**src/rtl/loop_seq_pkg.sv**
```systemverilog
// loop_seq_pkg: state encoding and down-counter sizing shared by loop_sequencer.
package loop_seq_pkg;

  typedef enum logic [2:0] {
    S_IDLE  = 3'd0,
    S_ACLR  = 3'd1,
    S_GAP   = 3'd2,
    S_START = 3'd3,
    S_WAIT  = 3'd4,
    S_HALT  = 3'd5
  } state_t;

  // One spare bit above what the longest duration needs.
  function automatic int CNT_W(input int aclr_c, input int gap_c,
                               input int start_c, input int tmo_c);
    int m;
    m = aclr_c;
    if (gap_c > m) m = gap_c;
    if (start_c > m) m = start_c;
    if (tmo_c > m) m = tmo_c;
    return $clog2(m) + 1;
  endfunction

endpackage

```
**src/rtl/loop_sequencer.sv**
```systemverilog
// loop_sequencer: aclr / gap / start / wait-for-done loop controller for ma_control.
// Define LOOP_SEQ_TIMEOUT_EN to retry an iteration whose done never arrives.
module loop_sequencer
  import loop_seq_pkg::*;
#(
  parameter int ACLR_CYCLES    = 1,
  parameter int GAP_CYCLES     = 1,
  parameter int START_CYCLES   = 1,
  parameter int TIMEOUT_CYCLES = 1024,
  parameter int ITER_W         = 16
) (
  input  logic              s_clk,
  input  logic              reset_in_n,
  input  logic              run,
  input  logic [ITER_W-1:0] iter_limit,
  input  logic              done,
  output logic              aclr,
  output logic              start,
  output logic              busy,
  output logic              finished,
  output logic [ITER_W-1:0] iter_cnt,
  output logic              timeout_err
);

  localparam int CW = CNT_W(ACLR_CYCLES, GAP_CYCLES, START_CYCLES, TIMEOUT_CYCLES);

  state_t            state, state_nx;
  logic [CW-1:0]     cnt, cnt_nx;
  logic [ITER_W-1:0] limit_q;
  logic [ITER_W-1:0] cnt_inc;
  logic              launch;
  logic              iter_end;
  logic              aclr_nx, start_nx, busy_nx, finished_nx;
`ifdef LOOP_SEQ_TIMEOUT_EN
  logic              tmo;
`endif

  // Down-counter preload: cycles spent in a state minus one.
  function automatic logic [CW-1:0] dur_load(input state_t s);
    case (s)
      S_ACLR:  return CW'(ACLR_CYCLES - 1);
      S_GAP:   return (GAP_CYCLES > 0) ? CW'(GAP_CYCLES - 1) : '0;
      S_START: return CW'(START_CYCLES - 1);
      S_WAIT:  return CW'(TIMEOUT_CYCLES - 1);
      default: return '0;
    endcase
  endfunction

  assign cnt_inc = iter_cnt + ITER_W'(1);

  always_ff @(posedge s_clk or negedge reset_in_n) begin
    if (!reset_in_n) begin
      state <= S_IDLE;
    end else begin
      state <= state_nx;
    end
  end

  always_comb begin
    state_nx = state;
    launch   = 1'b0;
    iter_end = 1'b0;
`ifdef LOOP_SEQ_TIMEOUT_EN
    tmo      = 1'b0;
`endif
    case (state)
      S_IDLE: begin
        if (run) begin
          launch   = 1'b1;
          state_nx = S_ACLR;
        end
      end
      S_ACLR: begin
        if (cnt == '0) state_nx = (GAP_CYCLES == 0) ? S_START : S_GAP;
      end
      S_GAP: begin
        if (cnt == '0) state_nx = S_START;
      end
      S_START: begin
        if (done) iter_end = 1'b1;
        else if (cnt == '0) state_nx = S_WAIT;
      end
      S_WAIT: begin
        if (done) iter_end = 1'b1;
`ifdef LOOP_SEQ_TIMEOUT_EN
        else if (cnt == '0) begin
          tmo      = 1'b1;
          state_nx = S_ACLR;
        end
`endif
      end
      S_HALT: begin
        if (!run) state_nx = S_IDLE;
      end
      default: state_nx = S_IDLE;
    endcase

    // Reaching the programmed limit wins over a pending relaunch.
    if (iter_end) begin
      if ((limit_q != '0) && (cnt_inc == limit_q)) state_nx = S_HALT;
      else if (run) state_nx = S_ACLR;
      else state_nx = S_IDLE;
    end

    if (state_nx != state) cnt_nx = dur_load(state_nx);
    else if (cnt != '0) cnt_nx = cnt - CW'(1);
    else cnt_nx = cnt;
  end

  always_comb begin
    aclr_nx     = (state_nx == S_ACLR);
    start_nx    = (state_nx == S_START);
    busy_nx     = (state_nx != S_IDLE) && (state_nx != S_HALT);
    finished_nx = (state_nx == S_HALT);
  end

  always_ff @(posedge s_clk or negedge reset_in_n) begin
    if (!reset_in_n) begin
      aclr     <= 1'b0;
      start    <= 1'b0;
      busy     <= 1'b0;
      finished <= 1'b0;
    end else begin
      aclr     <= aclr_nx;
      start    <= start_nx;
      busy     <= busy_nx;
      finished <= finished_nx;
    end
  end

  always_ff @(posedge s_clk or negedge reset_in_n) begin
    if (!reset_in_n) begin
      cnt      <= '0;
      limit_q  <= '0;
      iter_cnt <= '0;
    end else begin
      cnt <= cnt_nx;
      if (launch) begin
        limit_q  <= iter_limit;
        iter_cnt <= '0;
      end else if (iter_end) begin
        iter_cnt <= cnt_inc;
      end
    end
  end

`ifdef LOOP_SEQ_TIMEOUT_EN
  always_ff @(posedge s_clk or negedge reset_in_n) begin
    if (!reset_in_n) begin
      timeout_err <= 1'b0;
    end else if (launch) begin
      timeout_err <= 1'b0;
    end else if (tmo) begin
      timeout_err <= 1'b1;
    end
  end
`else
  assign timeout_err = 1'b0;
`endif

endmodule

```
**config.mk**
```make
export PLATFORM = sky130hd
export DESIGN_NAME = loop_sequencer
export DESIGN_NICKNAME = d
export VERILOG_FILES = /design/src/rtl/loop_seq_pkg.sv /design/src/rtl/loop_sequencer.sv
export SDC_FILE = /design/constraint.sdc
export NUM_CORES = 1
export LEC_CHECK = 0
export BUFFER_PORTS_ARGS = -buffer_cell sky130_fd_sc_hd__buf_2
export CAP_MARGIN = 15
export CORE_MARGIN = 4
export CORE_UTILIZATION = 55
export DETAILED_ROUTE_END_ITERATION = 6
export PLACE_DENSITY = 0.77
export SLEW_MARGIN = 20
export SYNTH_ARGS = -nofsm -noshare
export SYNTH_HDL_FRONTEND = slang
export SYNTH_SLANG_ARGS = --single-unit
```
**constraint.sdc**
```tcl
create_clock -name s_clk -period 3.92 [get_ports s_clk]
set_clock_uncertainty 0.1 [all_clocks]
set_input_delay 0.98 -clock s_clk [delete_from_list [all_inputs] [get_ports s_clk]]
set_output_delay 0.98 -clock s_clk [all_outputs]
set_load 0.02 [all_outputs]
```
# Word-level counts from Yosys, hierarchy flattened
# Index checks and enable logic that the tools add are counted.
word_totals:
  ff_bits: 50
  latch_bits: 0
  romBits: 0
  n_memories: 0
  ram_bits: 0
  input_bits: 20
  word_cells: 51
op_classes:
  shifts: 0
  magnitude_cmp: 0
  n_reduce_logical: 10
  mux: 19
  eq_ne: 12
  div: 0
  bitwise_logic: 0
  n_addsub: 2
  mul: 0
ops:
  columns: ["op", "n"]
  rows:
  - ["16-bit two-way mux", 2]
  - ["3-bit two-way mux", 8]
  - ["11-bit two-way mux", 2]
  - ["3-bit one-hot mux with 6 select lines", 1]
  - ["16-bit by 1-bit adder with 16-bit output (second input constant)", 1]
  - ["16-bit == test", 1]
  - ["16-bit nonzero test", 1]
  - ["3-bit == test (second input constant)", 4]
  - ["11-bit zero test", 1]
  - ["11-bit nonzero test", 1]
  - ["11-bit by 1-bit subtractor with 11-bit output (second input constant)", 1]
  - ["10-bit two-way mux", 1]
  - ["3-bit by 2-bit == test with 1-bit output (second input constant)", 3]
  - ["3-bit by 1-bit == test with 1-bit output (second input constant)", 2]
  - ["1-bit two-way mux", 5]
  - ["2-bit nonzero test", 2]
  - ["3-bit zero test", 1]
  - ["3-bit != test", 1]
  - ["3-bit != test (second input constant)", 1]
  - ["3-bit nonzero test", 1]
  - ["1-bit logical AND", 2]
  - ["2-bit OR reduction", 1]

# Depth between registers and ports, before layout
logic_depth:
  ltp_word: 8
  ltp_mapped: 10

# Least setup slack after synthesis
# Ideal clock, no wire load.
synth_path:
  path_kind: "input to register"
  from: "in done"
  to: "reg cnt[3]"
  n_path_buf: 2
  path_slack_ps: 779
  cell_stages: 9
  arrival_ps: 2949
  path_cell_list: "clkbuf_1 > o21ai_1 > a211o_1 > nor4_1 > nand4_1 > o21ai_2 > mux2_4 > buf_6 > o31ai_2"
synth_via:
  elab_chain_cells: 6
  word_cells_on_any_way: 10
  cone_classes: "eq/ne (2); mux (7); reduce/logical (1)"
synth_lines:
  columns: ["element", "line", "rtl"]
  rows:
  - ["start, declared", "loop_sequencer.sv:16", "input logic done,"]
  - ["3-bit two-way mux or 1-bit two-way mux (tied branches)", "loop_sequencer.sv:80, loop_sequencer.sv:84", null]
  - ["3-bit one-hot mux with 6 select lines or 1-bit two-way mux (tied branches)", null, null]
  - ["3-bit two-way mux (*)", "loop_sequencer.sv:99", "if (iter_end) begin"]
  - ["net state_nx[0]", "loop_sequencer.sv:27", "state_t state, state_nx;"]
  - ["3-bit == test", "loop_sequencer.sv:40", "case (s)"]
  - ["10-bit two-way mux", "loop_sequencer.sv:40", null]
  - ["11-bit two-way mux", "loop_sequencer.sv:105", "if (state_nx != state) cnt_nx = dur_load(state_nx);"]
  - ["end signal, assigned", "loop_sequencer.sv:137", "cnt <= cnt_nx;"]
  - ["end, declared", "loop_sequencer.sv:28", "logic [CW-1:0] cnt, cnt_nx;"]
# The timed path passes the listed nets; every way through them passes the cells marked *.
# A chain may end at the register's enable or synchronous reset.

# Final worst setup path
layout_path:
  from: "reg cnt[3]"
  to: "reg cnt[4]"
layout_via:
  elab_chain_cells: 8
  word_cells_on_any_way: 15
  cone_classes: "add/sub (1); eq/ne (2); mux (9); reduce/logical (3)"
layout_lines:
  columns: ["element", "line", "rtl"]
  rows:
  - ["11-bit zero test (*)", "loop_sequencer.sv:74, loop_sequencer.sv:77, loop_sequencer.sv:81", null]
  - ["3-bit two-way mux", "loop_sequencer.sv:81", "else if (cnt == '0) state_nx = S_WAIT;"]
  - ["3-bit two-way mux", "loop_sequencer.sv:80", "if (done) iter_end = 1'b1;"]
  - ["3-bit one-hot mux with 6 select lines (*)", "loop_sequencer.sv:66", "case (state)"]
  - ["3-bit two-way mux (*)", "loop_sequencer.sv:99", null]
  - ["net state_nx[0]", "loop_sequencer.sv:27", null]
  - ["3-bit == test", "loop_sequencer.sv:40", null]
  - ["10-bit two-way mux", "loop_sequencer.sv:40", null]
  - ["11-bit two-way mux", "loop_sequencer.sv:105", null]
# The timed path passes the listed nets; every way through them passes the cells marked *. The select of a mux whose other input is x is not followed.

==> results.md <==
- Status: finished, final reports clean
- Antenna viol nets, final: 0
- Die extent in x: 80.9 µm
- CTS Buf Count: 5
- LEAKAGE: 1.40 nW
- Drt first pass iters: 5
- Hold path endpoint: limit_q[1]
- Clk_lat worst skew: 0.30 ns
- CP Capture Type: flop
- Share of layout cells above drive strength 1: 0.256
- Combinational share of power: 0.467
- CP top delay family: simple AND/OR/NAND/NOR gates
- Crit start category: flop
- Sequential fraction of design power: 0.397
- Fillers: 443
- Syn-to-layout area delta: 11.3%
- Total Nets Final: 355
- Port bufs: 39
- Die height: 80.9 µm
- CTS tree: built
- Largest net degree at the start of global routing: 51
- Final Hold Vio Count: 0
- Final WL: 6140 µm
- Min-Delay Startpoint: limit_q[1]
- Final Util: 0.633
- Ys async rst share: 1.00
- # Max-Cap Violations: 0
- Data required, critical path: 4.03 ns
- Final TNS setup: 0 ns
- Largest family of logic cells by synthesized area: simple AND/OR/NAND/NOR gates
- EDFF count, synth: 0
- R2r setup slk: 0.76 ns
- Switch share: 0.399
- Hold Crit Depth: 1
- Tot GR Track Use: 0.210
- Post-Synthesis Cell Area: 2920 µm²
- Total gr overflow: 0
- RSZ-0062 raised after global routing: false
- Clock Tree Root: clkbuf_8
- Vias in the first global route: 2235
- Sink Count: 50
- Setup Buffers After CTS: 0
- Crit Path Max Fanout: 15
- Critical path class: flop to flop
- Hold_buf cts: 0
- Final GP Congestion: 0.858
- # setup viols final: 0
- Synth Area in Compound Gates: 0.162
- Max H-tree Level: 2
- Power Density: 660 nW/µm²
- Tmin final: 3.16 ns
- Critical-path cell list: or4_4, or3_4, nor4_4, buf_4, o21a_1, o32a_2, o21ai_2, mux2_4, o31ai_2
- Pwr Total: 0.00215 W
- Number of synthesized register bits: 50
- Worst vdd ir: 360 µV
- Fin crit share: 0.805
- IO Pins: 41
- CP startpoint: cnt[3]
- Commonest non-fill, non-tap cell in the layout: dfrtp_1
- Final instance area: 3250 µm²
- Min-delay worst type: flop to flop
- Max stage delay on crit path: 0.56 ns
- Critical R2R Launch: cnt[3]
- Synth cell types: 52
- Clock buffer depth: 2
- CORE AREA: 5140 µm²
- Initial Utilization: 0.569
- Worst EP arrival: 3.26 ns
- HPWL Detailed: 4690 µm
- Wire per inst: 15.3 µm
- Slew Limit Headroom: 0.597
- Number of vias per cell: 5.71
- Total number of vias: 2297
- Slew @ Worst Pin: 0.605 ns
- Antenna violations before repair: 0
- Final-report max-slew violation count: 0
- First-pass GRT wire length: 10700 µm
- Gates resized, CTS repair: 0
- Area after DPL: 3170 µm²
- Critical path buffers and inverters: 1
- Post-synthesis adder-cell area fraction: 0.00856
- Row count: 26
- Mux cell area share after synthesis: 0.0741
- Avg Inst Size Synth: 9.74 µm²
- Simple-gate share of the synthesized area: 0.196
- Ys Warns: 0
- Most frequent cells in the layout: dfrtp_1 (50), buf_2 (38), o21ai_0 (26), xnor2_1 (25), nor2_1 (22)
- Hold WS: 0.464 ns
- Pint: 0.00129 W
- Post-Synth XOR/XNOR Area: 0.0899
- Post-synthesis sequential area ratio: 0.428
- Post-Syn Nets: 322
- Clk pwr share: 0.136
- Diode count: 0
- F_max: 0.317 GHz
- Worst-path clk slew: 0.08 ns
- Worst r2r dst: cnt[4]
- Total die area: 6540 µm²
- Switching pwr: 0.000858 W
- DR iter-0 viols: 92
- Slowest cell on crit path: or4_4
- R2R depth: 9
- Ys flop type: dfrtp_1
- Cell count after synthesis: 300
- DR DRC count: 0
-- how the worst max path moves through the flow --
stage	slack, ns	depth (start not counted)	end
global placement	0.87	8	cnt[2]
CTS	0.73	9	cnt[4]
floorplan	0.78	9	cnt[3]
finish	0.76	9	cnt[4]
global route	0.43	8	cnt[2]
detailed placement	0.76	9	cnt[4]
-- cell families (layout without fill, tap and decap cells) --
kind of cell / Yosys count / count (layout)
AO/OA/AOI/OAI: 67 / 67
XOR/XNOR: 30 / 30
multiplexers: 19 / 19
adder cells (fa/ha/maj): 2 / 2
AND/OR/NAND/NOR: 104 / 104
other: 1 / 1
flip-flops: 50 / 50
buffers and inverters: 27 / 59
-- flip-flops by register name (all words and copies together), names as in the netlist --
name and count:
cnt 11, state 3, aclr 1, busy 1, start 1, iter_cnt 16, limit_q 16, finished 1
-- synth_stat cells, drive strengths merged, types with 6 or more instances --
master / number / share of area
buf: 7 / 0.015
nor3: 9 / 0.015
mux2: 18 / 0.071
nand2: 16 / 0.021
clkbuf: 11 / 0.014
xnor2: 25 / 0.075
dfrtp: 50 / 0.43
nor4: 11 / 0.029
o21ai: 31 / 0.054
or3: 6 / 0.015
nand3: 9 / 0.015
o31ai: 14 / 0.048
nor2: 22 / 0.028
inv: 9 / 0.012
nand4: 7 / 0.015
-- cell type report --
type	count	area, µm²	area share
clock buffer	6	82.6	0.0254
multi-input combinational	223	1560	0.480
inverter	9	33.8	0.0104
tap	70	87.6	0.0269
timing repair buffer	44	235	0.0723
sequential	50	1250	0.385
-- layer usage --
layer / global-route usage / vias to the layer above / wire length, µm / share of wire
li1: - / 1152 / - / -
met1: 0.288 / 1086 / 2840 / 0.46
met2: 0.337 / 48 / 2940 / 0.48
met3: 0.0399 / 11 / 249 / 0.041
met4: 0.0642 / 0 / 109 / 0.018
met5: 0 / - / 0 / 0
-- per-stage QoR --
step	std cells	setup slack, ns
floorplan	300	0.779
global placement	396	0.865
detailed placement	396	0.755
CTS	402	0.731
global route	402	0.428
finish	402	0.763
-- power by group through the flow --
stage	logic (W)	registers, W	clock network [W]
2_1_floorplan	0.000827	0.000820	0
3_3_place_gp	0.000980	0.000852	0
3_5_place_dp	0.00101	0.000862	0
4_1_cts	0.00101	0.000851	0.000302
5_1_grt	0.00111	0.000881	0.000322
6_report	0.00100	0.000852	0.000292
Power figures use the tool's default switching activity.
